File: src/rtl/reg_writeback_pkg.sv
// Shared CPU constants and the MEM write entry layout used by the writeback stage.
// Pure declarations, no logic.
// No flow control.
package reg_writeback_pkg;

    localparam int REG_ADDR_W = 5;
    localparam int DATA_W     = 32;
    localparam int NUM_REGS   = 1 << REG_ADDR_W;

    localparam logic BANK_A = 1'b0;
    localparam logic BANK_B = 1'b1;

    typedef struct packed {
        logic                  bank;
        logic [REG_ADDR_W-1:0] addr;
        logic [DATA_W-1:0]     data;
    } wb_entry_t;

    localparam int ENTRY_W = $bits(wb_entry_t);

endpackage

File: src/rtl/wb_fifo.sv
// Generic circular FIFO with occupancy count; the head is visible on rdata while non-empty.
// Latency: an entry is visible at the head the cycle after its push.
// Backpressure: push is ignored when full and pop is ignored when empty; there is no pass-through.
module wb_fifo #(
    parameter int DEPTH = 4,
    parameter int WIDTH = 8
) (
    input  logic                   clk,
    input  logic                   rst_n,
    input  logic                   push,
    input  logic [WIDTH-1:0]       wdata,
    input  logic                   pop,
    output logic [WIDTH-1:0]       rdata,
    output logic [$clog2(DEPTH):0] count,
    output logic                   full,
    output logic                   empty
);
    localparam int PTR_W = $clog2(DEPTH);
    localparam int CNT_W = PTR_W + 1;

    logic [WIDTH-1:0] mem_q [DEPTH];
    logic [PTR_W-1:0] wr_ptr, rd_ptr;
    logic             push_ok, pop_ok;

    assign full    = (count == CNT_W'(DEPTH));
    assign empty   = (count == '0);
    assign push_ok = push && !full;
    assign pop_ok  = pop && !empty;
    assign rdata   = mem_q[rd_ptr];

    // DEPTH is a power of two, so the pointers wrap by plain overflow.
    always_ff @(posedge clk) begin
        if (!rst_n) begin
            wr_ptr <= '0;
            rd_ptr <= '0;
            count  <= '0;
        end else begin
            if (push_ok) begin
                mem_q[wr_ptr] <= wdata;
                wr_ptr        <= wr_ptr + 1'b1;
            end
            if (pop_ok) begin
                rd_ptr <= rd_ptr + 1'b1;
            end
            count <= count + CNT_W'(push_ok) - CNT_W'(pop_ok);
        end
    end

endmodule

File: src/rtl/reg_writeback.sv
// Merges the ALU and buffered MEM write streams onto the two register-file banks.
// Latency: one cycle from ALU accept or FIFO dequeue to write_en.
// Backpressure: ALU never stalls; MEM stalls via mem_ready when the FIFO is full.
module reg_writeback
    import reg_writeback_pkg::*;
#(
    parameter int FIFO_DEPTH = 4
) (
    input  logic                         clk,
    input  logic                         rst_n,
    input  logic                         alu_valid,
    input  logic                         alu_bank,
    input  logic [REG_ADDR_W-1:0]        alu_addr,
    input  logic [DATA_W-1:0]            alu_data,
    input  logic                         mem_valid,
    input  logic                         mem_bank,
    input  logic [REG_ADDR_W-1:0]        mem_addr,
    input  logic [DATA_W-1:0]            mem_data,
    output logic                         mem_ready,
    output logic                         write_en_A,
    output logic                         write_en_B,
    output logic [REG_ADDR_W-1:0]        write_addr_A,
    output logic [REG_ADDR_W-1:0]        write_addr_B,
    output logic [DATA_W-1:0]            write_data_A,
    output logic [DATA_W-1:0]            write_data_B,
    output logic [NUM_REGS-1:0]          busy_A,
    output logic [NUM_REGS-1:0]          busy_B,
    output logic [$clog2(FIFO_DEPTH):0]  fifo_count
);
    localparam int CNT_W = $clog2(FIFO_DEPTH) + 1;

    wb_entry_t                           mem_entry, head;
    logic [ENTRY_W-1:0]                  head_bits;
    logic                                fifo_full, fifo_empty, push, pop;
    logic [NUM_REGS-1:0]                 inc_a, inc_b, dec_a, dec_b;
    logic [NUM_REGS-1:0][CNT_W-1:0]      pend_a, pend_b;

    assign mem_entry = '{bank: mem_bank, addr: mem_addr, data: mem_data};
    assign mem_ready = !fifo_full;
    assign push      = mem_valid && mem_ready;
    assign head      = wb_entry_t'(head_bits);
    // The ALU owns its bank this cycle; the head may only use the other one.
    assign pop       = !fifo_empty && (!alu_valid || head.bank != alu_bank);

    wb_fifo #(
        .DEPTH (FIFO_DEPTH),
        .WIDTH (ENTRY_W)
    ) u_fifo (
        .clk   (clk),
        .rst_n (rst_n),
        .push  (push),
        .wdata (mem_entry),
        .pop   (pop),
        .rdata (head_bits),
        .count (fifo_count),
        .full  (fifo_full),
        .empty (fifo_empty)
    );

    always_ff @(posedge clk) begin
        if (!rst_n) begin
            write_en_A   <= 1'b0;
            write_en_B   <= 1'b0;
            write_addr_A <= '0;
            write_addr_B <= '0;
            write_data_A <= '0;
            write_data_B <= '0;
        end else begin
            write_en_A <= (alu_valid && alu_bank == BANK_A) || (pop && head.bank == BANK_A);
            write_en_B <= (alu_valid && alu_bank == BANK_B) || (pop && head.bank == BANK_B);
            if (alu_valid && alu_bank == BANK_A) begin
                write_addr_A <= alu_addr;
                write_data_A <= alu_data;
            end else if (pop && head.bank == BANK_A) begin
                write_addr_A <= head.addr;
                write_data_A <= head.data;
            end
            if (alu_valid && alu_bank == BANK_B) begin
                write_addr_B <= alu_addr;
                write_data_B <= alu_data;
            end else if (pop && head.bank == BANK_B) begin
                write_addr_B <= head.addr;
                write_data_B <= head.data;
            end
        end
    end

    // Per-register count of queued writes; duplicates keep busy set until the last one drains.
    always_comb begin
        inc_a = '0;
        inc_b = '0;
        dec_a = '0;
        dec_b = '0;
        if (push && mem_bank == BANK_A)  inc_a[mem_addr]  = 1'b1;
        if (push && mem_bank == BANK_B)  inc_b[mem_addr]  = 1'b1;
        if (pop && head.bank == BANK_A)  dec_a[head.addr] = 1'b1;
        if (pop && head.bank == BANK_B)  dec_b[head.addr] = 1'b1;
    end

    always_ff @(posedge clk) begin
        if (!rst_n) begin
            pend_a <= '0;
            pend_b <= '0;
        end else begin
            for (int r = 0; r < NUM_REGS; r++) begin
                pend_a[r] <= pend_a[r] + CNT_W'(inc_a[r]) - CNT_W'(dec_a[r]);
                pend_b[r] <= pend_b[r] + CNT_W'(inc_b[r]) - CNT_W'(dec_b[r]);
            end
        end
    end

    always_comb begin
        busy_A = '0;
        busy_B = '0;
        for (int r = 0; r < NUM_REGS; r++) begin
            busy_A[r] = |pend_a[r];
            busy_B[r] = |pend_b[r];
        end
    end

    // Upstream must stall an ALU write whose target still has a queued MEM write.
    alu_target_not_busy: assert property (@(posedge clk) disable iff (!rst_n)
        alu_valid |-> !((alu_bank == BANK_A) ? busy_A[alu_addr] : busy_B[alu_addr]));

endmodule

File: config.mk
export PLATFORM = sky130hd
export DESIGN_NAME = reg_writeback
export DESIGN_NICKNAME = d
export VERILOG_FILES = /design/src/rtl/reg_writeback_pkg.sv /design/src/rtl/wb_fifo.sv /design/src/rtl/reg_writeback.sv
export SDC_FILE = /design/constraint.sdc
export NUM_CORES = 1
export LEC_CHECK = 0
export CAP_MARGIN = 5
export CORE_MARGIN = 2
export CORE_UTILIZATION = 48
export DETAILED_ROUTE_END_ITERATION = 8
export PLACE_DENSITY_LB_ADDON = 0.08
export SLEW_MARGIN = 20
export SYNTH_ARGS = -nofsm -noshare
export SYNTH_HDL_FRONTEND = slang
export SYNTH_SLANG_ARGS = --single-unit
File: constraint.sdc
create_clock -name clk -period 4 [get_ports clk]
set_clock_uncertainty 0.2 [all_clocks]
set_input_delay 0.8 -clock clk [delete_from_list [all_inputs] [get_ports clk]]
set_output_delay 0.8 -clock clk [all_outputs]
set_load 0.02 [all_outputs]
==> run_results.csv, run 1 <==
group,metric,value,unit
status,status,"complete, no violations",
logic_synthesis,synth_top_area_cell,"dfxtp_1",
logic_synthesis,synth-seq-area-share,49.78,%
detailed_routing,viasPerCell,5.103,
placement,globalplace.congestion,0.7651,
detailed_routing,routedWlPerCell,17.70,um
clock_network,clk_latency,0.60,ns
placement,place_inst,2574,
global_routing,grt_max_degree,248,
worst_setup_path,crit_chain,"mux4_2 -> nor2b_1 -> nand2_1 -> nor2_1 -> ha_1 -> inv_1 -> ha_1 -> inv_1 -> fa_1 -> xnor2_1 -> xnor2_1 -> and2_1",
logic_synthesis,synth_edf_count,152,
clock_network,cts.path.max_buffers,3,
global_routing,grt_util_met2,35.94,%
worst_setup_path,cp.required,4.27,ns
final_layout,fin_cells,2662,
worst_setup_path,endpoint_kind,"flop",
pwr,p_per_area,547.1,nW/um2
clock_network,cts_hold_buf,0,
logic_synthesis,syn-num-nets,2150,
logic_synthesis,synthTopCellsByArea,"dfxtp_1, edfxtp_1, ha_1",
worst_setup_path,start_kind,"flop",
clock_network,h-tree-depth,2,
logic_synthesis,synth.top_cell.area_share,27.31,%
floorplan,start_util,48.52,%
logic_synthesis,avgSynthCellArea,10.85,um2
logic_synthesis,synth_cells,1871,
hold_path,min_to,"write_data_A[28]$_SDFFE_PN0P_",
hold_path,worst_hold_path.num_cells,2,
global_routing,met1_usage,29.33,%
placement,dp_hpwl,31450,um
clock_network,path_clk_slew,0.06,ns
clock_network,post_cts_resized,0,
logic_synthesis,synth_area,20310,um2
worst_setup_path,arrival,3.99,ns
worst_setup_path,cp_slowest_cell,"mux4_2",
global_routing,top_usage_layer,"met2",
floorplan,die-area,43970,um2
run,maxCapViolCount,0,
global_routing,antenna_found_initial,5,
logic_synthesis,ys.flop_type,"dfxtp_1",
logic_synthesis,ys_seq_elements,429,
floorplan,core_area,41850,um2
clock_network,root_buffer,"clkbuf_16",
clock_network,numCtsBuffers,48,
pwr,ir_worst_vdd,0.4367,mV
global_routing,grt_pass1_wl,75000,um
worst_setup_path,crit_fanout,10,
clock_network,cts_sinks,429,
logic_synthesis,synth_async_sr_flop_share,0,%
timing,tightestPinTransition,1.040,ns
worst_setup_path,slowest_delay,0.69,ns
worst_setup_path,r2r_setup_slack,0.29,ns
detailed_routing,routed_wl,47110,um
floorplan,fp-row-count,75,
timing,fmax,269.4,MHz
worst_setup_path,r2r_end,"pend_b[44]$_SDFF_PN0_",
detailed_routing,first_pass_iters,5,
global_routing,track_usage,21.92,%
logic_synthesis,synth_warnings,0,
placement,pre_cts_ws,0.1403,ns
global_routing,grt.met3_usage,4.579,%
floorplan,pin_count,224,
timing,slew_violations,0,
pwr,leakagePower,0.009910,uW
timing,fin_crit,3.712,ns
timing,hold_violations,0,
global_routing,grt_overflow,0,
global_routing,grt_pass1_vias,13904,
timing,rsz0062_at_grt,"no",
floorplan,die-width,209.7,um
timing,fin_ws,0.2876,ns
logic_synthesis,yosysUniqueCellTypes,35,
timing,max_slew_margin,30.66,%
detailed_routing,drt.antenna.violating_nets,0,
final_layout,nets,2364,
logic_synthesis,synth.most_common_cell,"dfxtp_1",
detailed_routing,vias,13583,
worst_setup_path,critical_path_class,"reg -> reg",
timing,finalSetupViolCount,0,
detailed_routing,drtIter0Drc,660,
timing,finalSetupTns,0,ns
hold_path,worstHoldStart,"write_data_A[28]$_SDFFE_PN0P_",
final_layout,area_growth,20.95,%
final_layout,drive_gt1_share,6.742,%
hold_path,hp-class,"reg -> reg",
worst_setup_path,reg2reg_depth,12,
detailed_routing,post-route-drc-count,0,
floorplan,die_h,209.7,um
logic_synthesis,synth_common_cells,"dfxtp_1, inv_1, and2_1, nand2_1, edfxtp_1",
clock_network,postCtsSetupBuffers,0,
clock_network,cts_tree,"yes",
placement,portBuffers,223,
timing,fin_crit_sh,92.81,%
## flip-flops by register name, indices dropped and copies added (netlist names), named ones only
| name | flops |
|---|---|
| write_data_B | 32 |
| pend_a | 96 |
| u_fifo.rd_ptr | 2 |
| write_en_A | 1 |
| write_addr_A | 5 |
| write_addr_B | 5 |
| pend_b | 96 |
| u_fifo.count | 3 |
| write_data_A | 32 |
| u_fifo.mem_q | 152 |
| u_fifo.wr_ptr | 2 |
| write_en_B | 1 |
## through the flow
step	area, um2	hold slack, ns	util [%]	total power, uW
3_5_place_dp	23090	0.2667	55.18	9398
2_1_floorplan	20310	0.2451	-	7825
5_1_grt	24560	0.2973	58.69	14130
3_3_place_gp	23090	0.2543	55.18	9337
6_report	24560	0.2783	58.69	13440
4_1_cts	24560	0.2804	58.68	13610
## cell usage in the layout, fill, tap and decap left out, drive strengths merged, types with 38 or more instances in the layout
cell	n
dfxtp	277
edfxtp	152
ha	134
fa	65
clkbuf	71
a31oi	74
or3	67
and2	171
o21ai	74
nor2	133
nand2	161
clkdlybuf4s50	222
mux4	38
inv	234
xnor2	120
## final cells by class
| cell class | instances | area (um2) |
|---|---|---|
| Antenna cell | 2 | 5.005 |
| Fill cell | 3535 | 17290 |
| Tap cell | 539 | 674.4 |
| Timing Repair Buffer | 248 | 2484 |
| Sequential cell | 429 | 10110 |
| Clock buffer | 71 | 1338 |
| Clock inverter | 15 | 127.6 |
| Multi-Input combinational cell | 1126 | 8952 |
| Inverter | 232 | 870.8 |
## worst max-delay path by stage
| stage | depth (start not counted) | to | from |
|---|---|---|---|
| after floorplan | 13 | pend_a[8]$_SDFF_PN0_ | flop |
| after global placement | 12 | pend_b[86]$_SDFF_PN0_ | alu_bank |
| after detailed placement | 12 | pend_b[86]$_SDFF_PN0_ | alu_bank |
| after CTS | 12 | pend_b[62]$_SDFF_PN0_ | flop |
| after global routing | 12 | pend_b[62]$_SDFF_PN0_ | flop |
| final | 12 | pend_b[44]$_SDFF_PN0_ | flop |
## layer usage
metal  vias up  routed length, um
li1       6539                  -
met1      6685              21240
met2       264              22530
met3        89               2176
met4         6               1118
met5         -                 39
## cell families (layout without fill, tap and decap cells)
logic type                 count (synthesis)  count (layout)  synth area share (%)
AOI/OAI and AO/OA                        152             152                 4.227
buffers and inverters                    316             566                 6.217
xor gates and xnor gates                 132             132                 5.693
other                                      0               2                     0
muxes                                     42              42                 4.411
DFF                                      429             429                 49.78
adders and majority gates                199             199                 14.66
and+or+nand+nor                          601             601                 15.01
## power breakdown
part | switching, uW | total [uW] | internal (uW)
clock | 1780 | 4160 | 2380
sequential | 295 | 5330 | 5040
combinational | 2200 | 3940 | 1740
total | 4280 | 13400 | 9160
## critical path: cells and delay by family (launching register included)
kind	cells	cell delay [ns]
buffers and inverters	2	0.11
DFF	1	0.53
muxes	1	0.69
adders and majority gates	3	0.75
and+or+nand+nor	4	1.01
xor gates and xnor gates	2	0.28
(Power assumes the default switching activity.)
==> run 2, diff against run 1 <==
clock period = 3.3 ns   (was 4 ns; I/O delays follow)
==> run_results.csv, run 2 (synthesis results as in run 1) <==
group,metric,value,unit
worst_setup_path,worstSetupEndpoint,"pend_b[53]$_SDFF_PN0_",
timing,fin_crit_sh,100.3,%
global_routing,grt_pass1_wl,76870,um
final_layout,largest_reg_flops,152,
clock_network,cts.path.max_buffers,3,
worst_setup_path,crit_fanout,8,
clock_network,cts_sinks,429,
run,maxCapViolCount,0,
timing,finalSetupViolCount,1,
global_routing,antenna_found_initial,4,
worst_setup_path,start_kind,"flop",
final_layout,fill_cells,3362,
timing,fin_ws,-0.01027,ns
final_layout,final_common_cell,"dfxtp_1",
status,status,"finished with violations",
worst_setup_path,r2r_end,"pend_b[53]$_SDFF_PN0_",
final_layout,final_cell_mix,"dfxtp_1, clkdlybuf4s50_1, inv_1",
final_layout,drive_gt1_share,20.24,%
global_routing,grt_pass1_vias,14199,
timing,rsz0062_at_grt,"yes",
timing,slew_violations,0,
final_layout,fin_cells,2749,
clock_network,numCtsBuffers,47,
timing,tightestPinTransition,0.7838,ns
floorplan,die-area,43970,um2
placement,place_inst,2640,
detailed_routing,post-route-drc-count,0,
final_layout,multi_input_area,9996,um2
clock_network,h-tree-depth,2,
worst_setup_path,critical_path_class,"reg -> reg",
placement,portBuffers,223,
timing,fin_crit,3.310,ns
final_layout,regMostFlops,"u_fifo.mem_q",
timing,fmax,302.1,MHz
pwr,ir_worst_vdd,0.4064,mV
detailed_routing,drt.antenna.violating_nets,0,
clock_network,cts_tree,"yes",
worst_setup_path,endpoint_kind,"flop",
global_routing,grt_max_degree,149,
global_routing,track_usage,22.36,%
hold_path,hp-class,"reg -> reg",
status,violations,"negative setup slack",
floorplan,fp-row-count,75,
final_layout,reg_top3,"u_fifo.mem_q x152, pend_a x96, pend_b x96",
detailed_routing,routedWlPerCell,17.94,um
timing,finalSetupTns,-0.01027,ns
detailed_routing,first_pass_iters,5,
floorplan,start_util,48.52,%
worst_setup_path,reg2reg_depth,14,
timing,max_slew_margin,47.75,%
final_layout,seq_area,10110,um2
floorplan,die_h,209.7,um
detailed_routing,viasPerCell,5.088,
floorplan,die-width,209.7,um
clock_network,cts_hold_buf,0,
final_layout,area_growth,31.07,%
clock_network,root_buffer,"clkbuf_16",
pwr,leakagePower,0.01056,uW
worst_setup_path,r2r_setup_slack,-0.01,ns
placement,globalplace.congestion,0.7682,
detailed_routing,vias,13988,
clock_network,path_clk_slew,0.06,ns
global_routing,grt_overflow,0,
floorplan,pin_count,224,
pwr,fin_total_pwr,17490,uW
detailed_routing,drtIter0Drc,675,
placement,pre_cts_ws,-0.2560,ns
final_layout,fin_util,63.60,%
worst_setup_path,cp.required,3.58,ns
timing,hold_violations,0,
placement,dp_hpwl,32900,um
detailed_routing,routed_wl,49310,um
pwr,p_per_area,656.9,nW/um2
floorplan,core_area,41850,um2
final_layout,nets,2448,
clock_network,clk_latency,0.58,ns
worst_setup_path,arrival,3.59,ns
-- run 2: cell types whose count changed in the layout (fill, tap and decap cells not counted), moves of 23 or more --
cell	change
fa_1	-53
fa_2	+53
buf_4	+52
ha_1	-40
nor2_1	-38
xnor2_1	-37
xnor2_2	+37
ha_4	+23
-- run 2: power by group --
group	switching (uW)	internal [uW]
logic	2970	2700
clock network	2200	3140
registers	374	6110
total	5540	11900
-- run 2: stage by stage --
stage	instance area, um2	hold WS, ns
6_report	26620	0.2703
5_1_grt	26620	0.3005
4_1_cts	25520	0.2731
3_5_place_dp	23760	0.2647
3_3_place_gp	23760	0.2496
2_1_floorplan	20310	0.2451
-- run 2: cell type report --
type / instances / area share (%)
Sequential cell: 429 / 38.00
Multi-Input combinational cell: 1126 / 37.55
Timing Repair Buffer: 333 / 12.72
Clock buffer: 65 / 5.011
Inverter: 232 / 3.319
Tap cell: 539 / 2.534
Clock inverter: 23 / 0.8461
Antenna cell: 2 / 0.01880
-- run 2: worst max-delay path: stages (launching register included) --
cell and delay, ns:
dfxtp_4 0.44, mux4_2 0.61, buf_6 0.17, nand2b_1 0.17, buf_12 0.16, buf_4 0.14
nor2_4 0.10, ha_4 0.21, inv_4 0.05, ha_4 0.12, inv_2 0.03, fa_2 0.37
xnor2_2 0.15, xnor2_1 0.12, and2_1 0.15
-- run 2: worst min-delay path by stage --
stage / startpoint / end / depth (start not counted)
finish: write_addr_A[3]$_SDFFE_PN0P_ / write_addr_A[3]$_SDFFE_PN0P_ / 2
detailed placement: write_addr_A[3]$_SDFFE_PN0P_ / write_addr_A[3]$_SDFFE_PN0P_ / 2
CTS: write_addr_A[3]$_SDFFE_PN0P_ / write_addr_A[3]$_SDFFE_PN0P_ / 2
global route: write_data_A[28]$_SDFFE_PN0P_ / write_data_A[28]$_SDFFE_PN0P_ / 2
floorplan: u_fifo.rd_ptr[1]$_SDFFE_PN0P_ / flop / 2
global placement: u_fifo.rd_ptr[1]$_SDFFE_PN0P_ / flop / 2
-- run 2: timing repair --
item                                    4_1_cts  5_1_grt
resized for setup                            42      234
cloned                                        0        0
endpoints found under the setup margin       71       65
pin swaps                                     5       96
buffers inserted                              5       15
-- run 2: per-layer routing --
metal,vias to the layer above,share of wire (%),global-route usage (%)
met5,-,0.059,0
met2,282,48,36.43
met3,74,4.1,3.831
li1,6707,-,-
met4,4,2.3,6.554
met1,6921,45,30.80
==> run 3, diff against run 2 <==
REMOVE_ABC_BUFFERS = 1   (was not set)
==> run_results.csv, run 3 (synthesis results as in run 1) <==
group,metric,value,unit
detailed_routing,vias,13757,
detailed_routing,first_pass_iters,5,
clock_network,cts.path.max_buffers,3,
floorplan,die-width,209.7,um
pwr,fin_total_pwr,17190,uW
hold_path,hp-class,"in -> reg",
detailed_routing,drt.antenna.violating_nets,0,
final_layout,nets,2437,
final_layout,fill_cells,3413,
detailed_routing,viasPerCell,5.030,
clock_network,h-tree-depth,2,
timing,finalSetupViolCount,6,
clock_network,path_clk_slew,0.07,ns
timing,fin_crit_sh,101.8,%
timing,fin_ws,-0.05825,ns
pwr,ir_worst_vdd,0.4338,mV
run,maxCapViolCount,0,
detailed_routing,post-route-drc-count,0,
floorplan,die_h,209.7,um
timing,fmax,297.8,MHz
final_layout,largest_reg_flops,152,
clock_network,root_buffer,"clkbuf_16",
timing,rsz0062_at_grt,"yes",
worst_setup_path,cp.required,3.56,ns
clock_network,cts_sinks,429,
detailed_routing,routed_wl,46980,um
floorplan,fp-row-count,75,
detailed_routing,routedWlPerCell,17.18,um
clock_network,cts_tree,"yes",
timing,fin_crit,3.358,ns
global_routing,grt_pass1_vias,13877,
worst_setup_path,crit_fanout,8,
placement,globalplace.congestion,0.7534,
detailed_routing,wl_met3,2019,um
placement,dp_hpwl,31590,um
final_layout,fin_util,62.89,%
final_layout,multi_input_area,9827,um2
clock_network,clk_latency,0.59,ns
timing,max_slew_margin,36.77,%
placement,place_inst,2632,
status,status,"finished with violations",
placement,portBuffers,223,
global_routing,grt_overflow,0,
floorplan,die-area,43970,um2
detailed_routing,maxUsedRoutingLayer,"met5",
status,violations,"negative setup slack",
placement,pre_cts_ws,-0.3357,ns
final_layout,final_cell_mix,"dfxtp_1, clkdlybuf4s50_1, inv_1",
final_layout,final_common_cell,"dfxtp_1",
timing,tightestPinTransition,0.9485,ns
detailed_routing,drtIter0Drc,711,
floorplan,pin_count,224,
final_layout,drive_gt1_share,18.09,%
detailed_routing,dr_wl_met2,23240,um
detailed_routing,wl_met1,20660,um
global_routing,antenna_found_initial,3,
global_routing,grt_pass1_wl,73170,um
worst_setup_path,arrival,3.61,ns
final_layout,fin_cells,2735,
final_layout,seq_area,10110,um2
pwr,p_per_area,653.2,nW/um2
worst_setup_path,critical_path_class,"reg -> reg",
final_layout,area_growth,29.60,%
timing,hold_violations,0,
clock_network,numCtsBuffers,47,
floorplan,core_area,41850,um2
floorplan,start_util,48.52,%
pwr,leakagePower,0.01056,uW
global_routing,track_usage,21.27,%
worst_setup_path,start_kind,"flop",
final_layout,reg_top3,"u_fifo.mem_q x152, pend_a x96, pend_b x96",
timing,slew_violations,0,
worst_setup_path,endpoint_kind,"flop",
final_layout,regMostFlops,"u_fifo.mem_q",
global_routing,grt_max_degree,207,
run 3: per-layer routing:
metal / GRT usage [%] / vias up
met3: 3.636 / 63
met4: 7.239 / 4
met1: 28.18 / 6740
met5: 0 / -
li1: - / 6682
met2: 35.49 / 268
run 3: area by class of cell:
| cell class | instances | share of cell area [%] |
|---|---|---|
| diodes | 1 | 0.009508 |
| clock buffers | 63 | 5.077 |
| clock inverters | 23 | 0.8129 |
| inverters | 232 | 3.347 |
| multi-input cells | 1126 | 37.34 |
| flip-flops and latches | 429 | 38.42 |
| well taps | 539 | 2.562 |
| repair buffers | 322 | 12.44 |
run 3: power breakdown:
part,switching (uW),internal (uW),total (uW),leakage (uW)
clock network,2140,3080,5220,0.000779
registers,333,6100,6440,0.00363
logic,2910,2620,5540,0.00615
run 3: worst paths after layout:
kind | from | end | slack [ns] | cells after the start
max | flop | pend_a[8]$_SDFF_PN0_ | -0.06 | 13
min | rst_n | u_fifo.wr_ptr[0]$_SDFFE_PN0P_ | 0.17 | 2
max reg2reg | flop | pend_a[8]$_SDFF_PN0_ | -0.06 | 13
min reg2reg | write_addr_A[1]$_SDFFE_PN0P_ | write_addr_A[1]$_SDFFE_PN0P_ | 0.27 | 2
run 3: worst max-delay path, cell delays in order (launching register included):
cell and delay [ns]:
dfxtp_2 0.34, buf_12 0.13, mux4_2 0.59, or3_4 0.48, buf_4 0.16, nor2_4 0.10
ha_4 0.22, inv_4 0.05, ha_4 0.12, inv_2 0.03, fa_2 0.36, xnor2_2 0.15
xnor2_1 0.12, and2_1 0.15
run 3: metrics by stage:
| step | hold slack, ns | setup TNS [ns] | cell area (um2) |
|---|---|---|---|
| finish | 0.1676 | -0.1275 | 26320 |
| floorplan | 0.2451 | -287.46 | 19920 |
| global placement | 0.2558 | -8.357 | 23720 |
| global route | 0.1555 | -2.666 | 26320 |
| detailed placement | 0.2668 | -11.36 | 23720 |
| CTS | 0.1264 | -0.3301 | 25420 |
run 3: what timing repair did:
item / 4_1_cts / 5_1_grt
hold buffers: 0 / 0
setup endpoints to repair: 52 / 58
pin swaps: 8 / 66
setup buffers: 7 / 9
resized for setup: 28 / 187
